File: config.mk
export PLATFORM = sky130hd
export DESIGN_NAME = product_deskew_flat
export DESIGN_NICKNAME = d
export VERILOG_FILES = /design/src/rtl/product_deskew_if.sv /design/src/rtl/product_deskew.sv /design/src/flat_wrapper.sv
export SDC_FILE = /design/constraint.sdc
export NUM_CORES = 1
export LEC_CHECK = 0
export CAP_MARGIN = 15
export CORE_AREA = 4 4 41 43
export CTS_BUF_LIST = sky130_fd_sc_hd__clkbuf_2
export CTS_CLUSTER_SIZE = 14
export DETAILED_ROUTE_END_ITERATION = 12
export DIE_AREA = 0 0 45 47
export SYNTH_ARGS = -nofsm -noshare
export SYNTH_HDL_FRONTEND = slang
export SYNTH_SLANG_ARGS = --single-unit
File: constraint.sdc
create_clock -name clk -period 2.3 [get_ports clk]
set_input_delay 0.345 -clock clk [delete_from_list [all_inputs] [get_ports clk]]
set_output_delay 0.345 -clock clk [all_outputs]
set_load 0.01 [all_outputs]
File: src/rtl/product_deskew_if.sv
// Handshake bundle between the multiplier/consumer side and product_deskew.
interface product_deskew_if #(
   parameter int unsigned WIDTH = 2
) ();
   logic             en;
   logic             in_valid;
   logic [WIDTH-1:0] in;
   logic             up_en;
   logic             out_valid;
   logic             out_ready;
   logic [WIDTH-1:0] out;

   // Driver side: the multiplier feeding bits in and the consumer taking words out.
   modport master (
      output en, in_valid, in, out_ready,
      input  up_en, out_valid, out
   );

   // The deskew block itself.
   modport slave (
      input  en, in_valid, in, out_ready,
      output up_en, out_valid, out
   );
endinterface

File: src/rtl/product_deskew.sv
// Realigns the staggered low bits of a pipelined multiplier into whole product words
// and buffers them in a 2-entry valid/ready queue. up_en freezes the multiplier
// whenever the queue cannot take the next word.
module product_deskew #(
   parameter int unsigned WIDTH = 2,
   parameter int unsigned LOW   = 1
) (
   input logic             clk,
   input logic             rst,
   product_deskew_if.slave bus
);

   logic             advance;
   logic             aligned_valid;
   logic [WIDTH-1:0] aligned;
   logic             push;
   logic             pop;

   logic [WIDTH-1:0] mem_q [2];
   logic             rd_ptr_q;
   logic             wr_ptr_q;
   logic [1:0]       count_q;
   logic [1:0]       count_d;

   // A full queue with no pop this cycle stalls the whole deskew path and the multiplier.
   assign advance = bus.en & ((count_q < 2'd2) | bus.out_ready);
   assign push    = advance & aligned_valid;
   assign pop     = (count_q != 2'd0) & bus.out_ready;

   // Bit k below LOW-1 waits LOW-1-k advancing cycles; the rest pass straight through.
   for (genvar k = 0; k < int'(WIDTH); k++) begin : g_bit
      if (k < int'(LOW) - 1) begin : g_dly
         localparam int Depth = int'(LOW) - 1 - k;
         logic [Depth-1:0] sh_q;

         // Delay line for bit k, newest sample in bit 0.
         always_ff @(posedge clk or negedge rst) begin
            if (!rst) begin
               sh_q <= '0;
            end else if (advance) begin
               sh_q <= (sh_q << 1) | Depth'(bus.in[k]);
            end
         end

         assign aligned[k] = sh_q[Depth-1];
      end else begin : g_thru
         assign aligned[k] = bus.in[k];
      end
   end

   // in_valid marks bit 0, so it rides the same LOW-1 stages as bit 0.
   if (LOW > 1) begin : g_vpipe
      localparam int VpDepth = int'(LOW) - 1;
      logic [VpDepth-1:0] vp_q;

      // Valid pipe, shifts only when the deskew path advances.
      always_ff @(posedge clk or negedge rst) begin
         if (!rst) begin
            vp_q <= '0;
         end else if (advance) begin
            vp_q <= (vp_q << 1) | VpDepth'(bus.in_valid);
         end
      end

      assign aligned_valid = vp_q[VpDepth-1];
   end else begin : g_novpipe
      assign aligned_valid = bus.in_valid;
   end

   // Occupancy next state; push at count 2 only happens alongside a pop.
   always_comb begin
      count_d = count_q;
      unique case ({push, pop})
         2'b10:   count_d = count_q + 2'd1;
         2'b01:   count_d = count_q - 2'd1;
         default: count_d = count_q;
      endcase
   end

   // Two-entry ring buffer holding aligned words until the consumer takes them.
   always_ff @(posedge clk or negedge rst) begin
      if (!rst) begin
         mem_q[0] <= '0;
         mem_q[1] <= '0;
         rd_ptr_q <= 1'b0;
         wr_ptr_q <= 1'b0;
         count_q  <= 2'd0;
      end else begin
         if (push) begin
            mem_q[wr_ptr_q] <= aligned;
            wr_ptr_q        <= ~wr_ptr_q;
         end
         if (pop) begin
            rd_ptr_q <= ~rd_ptr_q;
         end
         count_q <= count_d;
      end
   end

   assign bus.up_en     = advance;
   assign bus.out_valid = (count_q != 2'd0);
   assign bus.out       = mem_q[rd_ptr_q];

endmodule

File: src/flat_wrapper.sv
// flat-port wrapper written by rule: the top's interface ports become plain ports
module product_deskew_flat 
#(
   parameter int unsigned WIDTH = 2,
   parameter int unsigned LOW   = 1
)
  (clk, rst, bus_en, bus_in_valid, bus_in, bus_out_ready, bus_up_en, bus_out_valid, bus_out);
  product_deskew_if #(.WIDTH(WIDTH)) bus_i ();
  input logic clk;
  input logic rst;
  input wire logic [$bits(bus_i.en)-1:0] bus_en;
  input wire logic [$bits(bus_i.in_valid)-1:0] bus_in_valid;
  input wire logic [$bits(bus_i.in)-1:0] bus_in;
  input wire logic [$bits(bus_i.out_ready)-1:0] bus_out_ready;
  output wire logic [$bits(bus_i.up_en)-1:0] bus_up_en;
  output wire logic [$bits(bus_i.out_valid)-1:0] bus_out_valid;
  output wire logic [$bits(bus_i.out)-1:0] bus_out;
  assign bus_i.en = bus_en;
  assign bus_i.in_valid = bus_in_valid;
  assign bus_i.in = bus_in;
  assign bus_i.out_ready = bus_out_ready;
  assign bus_up_en = bus_i.up_en;
  assign bus_out_valid = bus_i.out_valid;
  assign bus_out = bus_i.out;
  product_deskew #(.WIDTH(WIDTH), .LOW(LOW)) u_core (.clk(clk), .rst(rst), .bus(bus_i));
endmodule
# [Word-level counts from Yosys, hierarchy flattened]
# Index checks and enable logic that the tools add are counted.
[classes] bitwise_logic=8 reduce_logical=3 order_cmp=4 n_eq_ne=2 addsub=2 n_mux=7
[ops] op="$mux W2" count=4
[ops] op="$bwmux W4" count=1
[ops] op="$ge A2 B2 Y1 const B" count=2
[ops] op="$not A1 Y2" count=2
[ops] op="$pmux W2 S2" count=1
[ops] op="$reduce_bool A2 Y1" count=2
[ops] op="$and A1 B1 Y1" count=3
[ops] op="$add A2 B1 Y2 const B" count=1
[ops] op="$demux W2 S1" count=1
[ops] op="$eq A2 B1 Y1 const B" count=1
[ops] op="$eq A2 B2 Y1 const B" count=1
[ops] op="$lt A2 B1 Y1 const B" count=1
[ops] op="$lt A2 B2 Y1 const B" count=1
[ops] op="$not A1 Y1" count=2
[ops] op="$sub A2 B1 Y2 const B" count=1
[ops] op="$logic_and A1 B1 Y1" count=1
[ops] op="$or A1 B1 Y1" count=1
[word_totals] out_inout_bits=4 input_bits=7 regBits=8

# [Longest topological paths before layout]
[depth] ltp_word=6 mapped_depth=6

# [Worst setup path before layout]
# Ideal clock, no wire load.
[synth_path] path_kind="register to register" startpoint="reg u_core.count_q[1]" endpoint="reg u_core.count_q[1]" stages_incl_launch_ff=6 path_slack_ns=0.812 path_buffers=0 arrival_time_ns=1.409 setup_ns=0.079 path_cell_list="dfrtp_1 -> or2_1 -> and2_1 -> ha_1 -> nor2_1 -> xor2_1"
[synth_between] word_cells_on_any_way=12 classes_between="add/sub (2); order compare (1); eq/ne (2); mux (1); bitwise (4); reduce/logical (2)"
[synth_lines] item="from (decl)" line_no="product_deskew.sv:22" rtl="logic [1:0] count_q;"
[synth_lines] item="from (signal assigned)" line_no="product_deskew.sv:96" rtl="count_q <= count_d;"
[synth_lines] item="$reduce_bool A2 Y1 (*)"
[synth_lines] item="named net bus_out_valid" line_no="flat_wrapper.sv:16" rtl="output wire logic [$bits(bus_i.out_valid)-1:0] bus_out_valid;"
[synth_lines] item="$and A1 B1 Y1 (*)" line_no="product_deskew.sv:28" rtl="assign pop = (count_q != 2'd0) & bus.out_ready;"
[synth_lines] item="named net u_core.pop" line_no="product_deskew.sv:17" rtl="logic pop;"
[synth_lines] item="$eq A2 B1 Y1 / $eq A2 B2 Y1 (equally long branches)" line_no="product_deskew.sv:73" rtl="unique case ({push, pop})"
[synth_lines] item="$pmux W2 S2 / $reduce_bool A2 Y1 (equally long branches)"
# The timed path passes the listed nets; every way through them passes the cells marked *.
# A chain may end at the register's enable or synchronous reset.

# [Final worst setup path]
[layout_path] startpoint="in bus_out_ready" endpoint="out bus_up_en"
[layout_between] elab_chain_cells=2
[layout_rtl] item="from (decl)" line_no="flat_wrapper.sv:14" rtl="input wire logic [$bits(bus_i.out_ready)-1:0] bus_out_ready;"
[layout_rtl] item="$or A1 B1 Y1" line_no="product_deskew.sv:26" rtl="assign advance = bus.en & ((count_q < 2'd2) | bus.out_ready);"
[layout_rtl] item="$and A1 B1 Y1" line_no="product_deskew.sv:26"
[layout_rtl] item="to (decl)" line_no="flat_wrapper.sv:15" rtl="output wire logic [$bits(bus_i.up_en)-1:0] bus_up_en;"
# Every way passes these cells.

==> out/metrics.cfg <==
[status]
outcome = completed

[global_route]
antenna_found_initial = 0
grt_max_degree = 9
first_global_vias = 290
grt_pass1_wl_mm = 1.19
grt-ovfl-total = 0
grtUsageTotal_pct = 8.21

[clocking]
cts_resized = 0
cts_tree = built
cts-buffers-inserted = 3
clock_latency_ns = 0.22
cts_root_buf = clkbuf_2
cts.sinks = 8
htreeDepth = 1
cts_buffer_depth = 2
ctsHoldBuffers = 0
cts.clk_slew.worst_paths_ns = 0.07
post-cts-setup-buffers = 0

[sta]
rsz0062_at_grt = no
slew_viol_final = 0
tns_ns = 0
holdWs_ns = 0.388
fin_crit_ns = 1.99
tightestPinTransition_ns = 0.342
fmax_ghz = 0.503
clock_skew_ns = 0.000935
relSlewSlack_pct = 77.1
setup_violations = 0
fin_crit_sh_pct = 86.5
finalHoldViolations = 0

[worst_setup_path]
crit_slowest_cell = clkdlybuf4s50_1
cpMostUsedCell = clkdlybuf4s50_1
critPathRequiredTime_ns = 1.96
cp_num_cells = 4
r2r-start = u_core.count_q[0]
cp_top_family = buffers and inverters
critPathLaunch = bus_out_ready
worstSetupPathType = input pin to output pin
crit_chain = clkdlybuf4s50_1 > nand2b_1 > and2_1 > clkdlybuf4s50_1
reg2reg_slack_ns = 0.79
crit_end = bus_up_en
worstPathArrival_ns = 1.64
startpoint_type = input pin
crit_path_end_kind = output pin
crit_buf_inv = 2
crit_path_max_incr_delay_ns = 0.53
reg2reg_depth = 6
worstReg2RegEnd = u_core.count_q[1]
cp_max_fo = 4

[place]
post-dp-hpwl_um = 598
gp_congestion = 0.784
io_buffer_count = 10

[detailed_routing]
dr.first_iter.drc_count = 5
met2_length_um = 343
routed_via_density = 4.63
via_count = 259
routedWlPerCell_um = 12.7
drc = 0
m1WireLength_um = 291
route.met3.wl_um = 73
top_layer = met3
wl_um = 709
detail-route-antenna-nets = 0
drt_pass1_iterations = 2

[pwr]
powerDensity_mw_per_mm2 = 1260
vdd_drop_max_mv = 0.426
leakage_nw = 0.217

[logic_synthesis]
synth-main-ff-cell = dfrtp_1
ys_top_cells_by_area = dfrtp_1 (52%), mux2_2 (12%), mux2_4 (7.8%)
synth_top_cell_area_share_pct = 51.9
synth_common_cells = dfrtp_1 (8), mux2_2 (4), xnor2_1 (3)
synthesis.area_um2 = 385
synth_edf_count = 0
synth_area_per_cell_um2 = 13.8
synth_top_cell_by_area = dfrtp_1
seq_area_frac_synth_pct = 51.9
syn-num-nets = 36
ys_warn_count = 0
synth_seq_cells = 8
syn_inst = 28
async_flop_share_pct = 100
yosysMostFrequentCell = dfrtp_1
yosysUniqueCellTypes = 13

[hold_path]
hold_class = input pin to asynchronous set/reset pin

[final_layout]
area_growth_pct = 34.7
antenna_cells = 0
fillers = 137
final_util_pct = 39.9
finalNetCount = 51
drive_gt1_share_pct = 24.4

[floorplan]
core_mm2 = 0.00130
die_x_um = 45
dieHeight_um = 47
die-area_mm2 = 0.00212
io_pins = 11
num_rows = 13
initial_core_util_pct = 29.6

[run]
drv_cap = 0

layer usage:
metal  track usage (%)  vias up
li1                  -      124
met1              8.88      125
met2              13.3       10
met3              4.60        0
met4              3.51        0
met5                 0        -
metrics by stage:
step                      worst slack [ns]  power, mW  area, um^2  instances
after CTS                            0.306      0.668         519         56
final                                0.312      0.653         519         56
after global routing                 0.258      0.696         519         56
after floorplan                      0.812      0.456         385         28
after global placement               0.322      0.565         504         53
after detailed placement             0.318      0.584         504         53
cell type report:
type | instances | area [um^2] | area share (%)
clock buffer | 3 | 15.0 | 2.89
multi-input combinational | 20 | 185 | 35.7
sequential | 8 | 200 | 38.6
tap | 15 | 18.8 | 3.61
timing repair buffer | 10 | 100 | 19.3
registers in the layout (all words and copies together) (netlist names):
| name | count |
|---|---|
| u_core.count_q | 2 |
| u_core.mem_q | 4 |
| u_core.rd_ptr_q | 1 |
| u_core.wr_ptr_q | 1 |
worst min-delay path by stage:
stage	start	endpoint	slack, ns	depth (start not counted)
3_5_place_dp	u_core.count_q[1]	u_core.count_q[1]	0.48	1
6_report	rst	u_core.mem_q[0]	0.39	1
4_1_cts	rst	u_core.mem_q[0]	0.39	1
5_1_grt	rst	u_core.mem_q[3]	0.42	1
3_3_place_gp	u_core.wr_ptr_q	u_core.wr_ptr_q	0.47	1
2_1_floorplan	rst	u_core.count_q[0]	0.05	0
worst register-to-register path: stages, from the launching register on:
cell,delay [ns]
dfrtp_1,0.42
or2_1,0.23
and2_1,0.18
ha_1,0.22
xnor2_1,0.13
nor2_1,0.11
xor2_1,0.15
where the power goes:
part           switching [mW]  internal [mW]
Clock                  0.0423         0.0356
Combinational           0.103          0.201
Sequential             0.0552          0.216
Total                   0.201          0.452
cell usage in the layout, fill, tap and decap left out, drive strengths merged:
| master | netlist | routed |
|---|---|---|
| nand3 | 1 | 1 |
| nor2 | 1 | 1 |
| xnor2 | 3 | 3 |
| dfrtp | 8 | 8 |
| clkdlybuf4s50 | 0 | 10 |
| or2 | 1 | 1 |
| nand2b | 1 | 1 |
| nand4 | 1 | 1 |
| clkbuf | 0 | 3 |
| and2 | 2 | 2 |
| and4b | 1 | 1 |
| mux2 | 6 | 6 |
| xor2 | 2 | 2 |
| ha | 1 | 1 |
cells by family (layout without fill, tap and decap cells):
group / after synthesis / count (layout) / share of synthesized area, %
flops: 8 / 8 / 51.9
xor+xnor: 5 / 5 / 11.4
fa+ha+maj: 1 / 1 / 3.25
mux: 6 / 6 / 19.5
simple gates: 8 / 8 / 14.0
buf+inv: 0 / 13 / 0
Note: power is estimated with default switching activity, not from simulation.
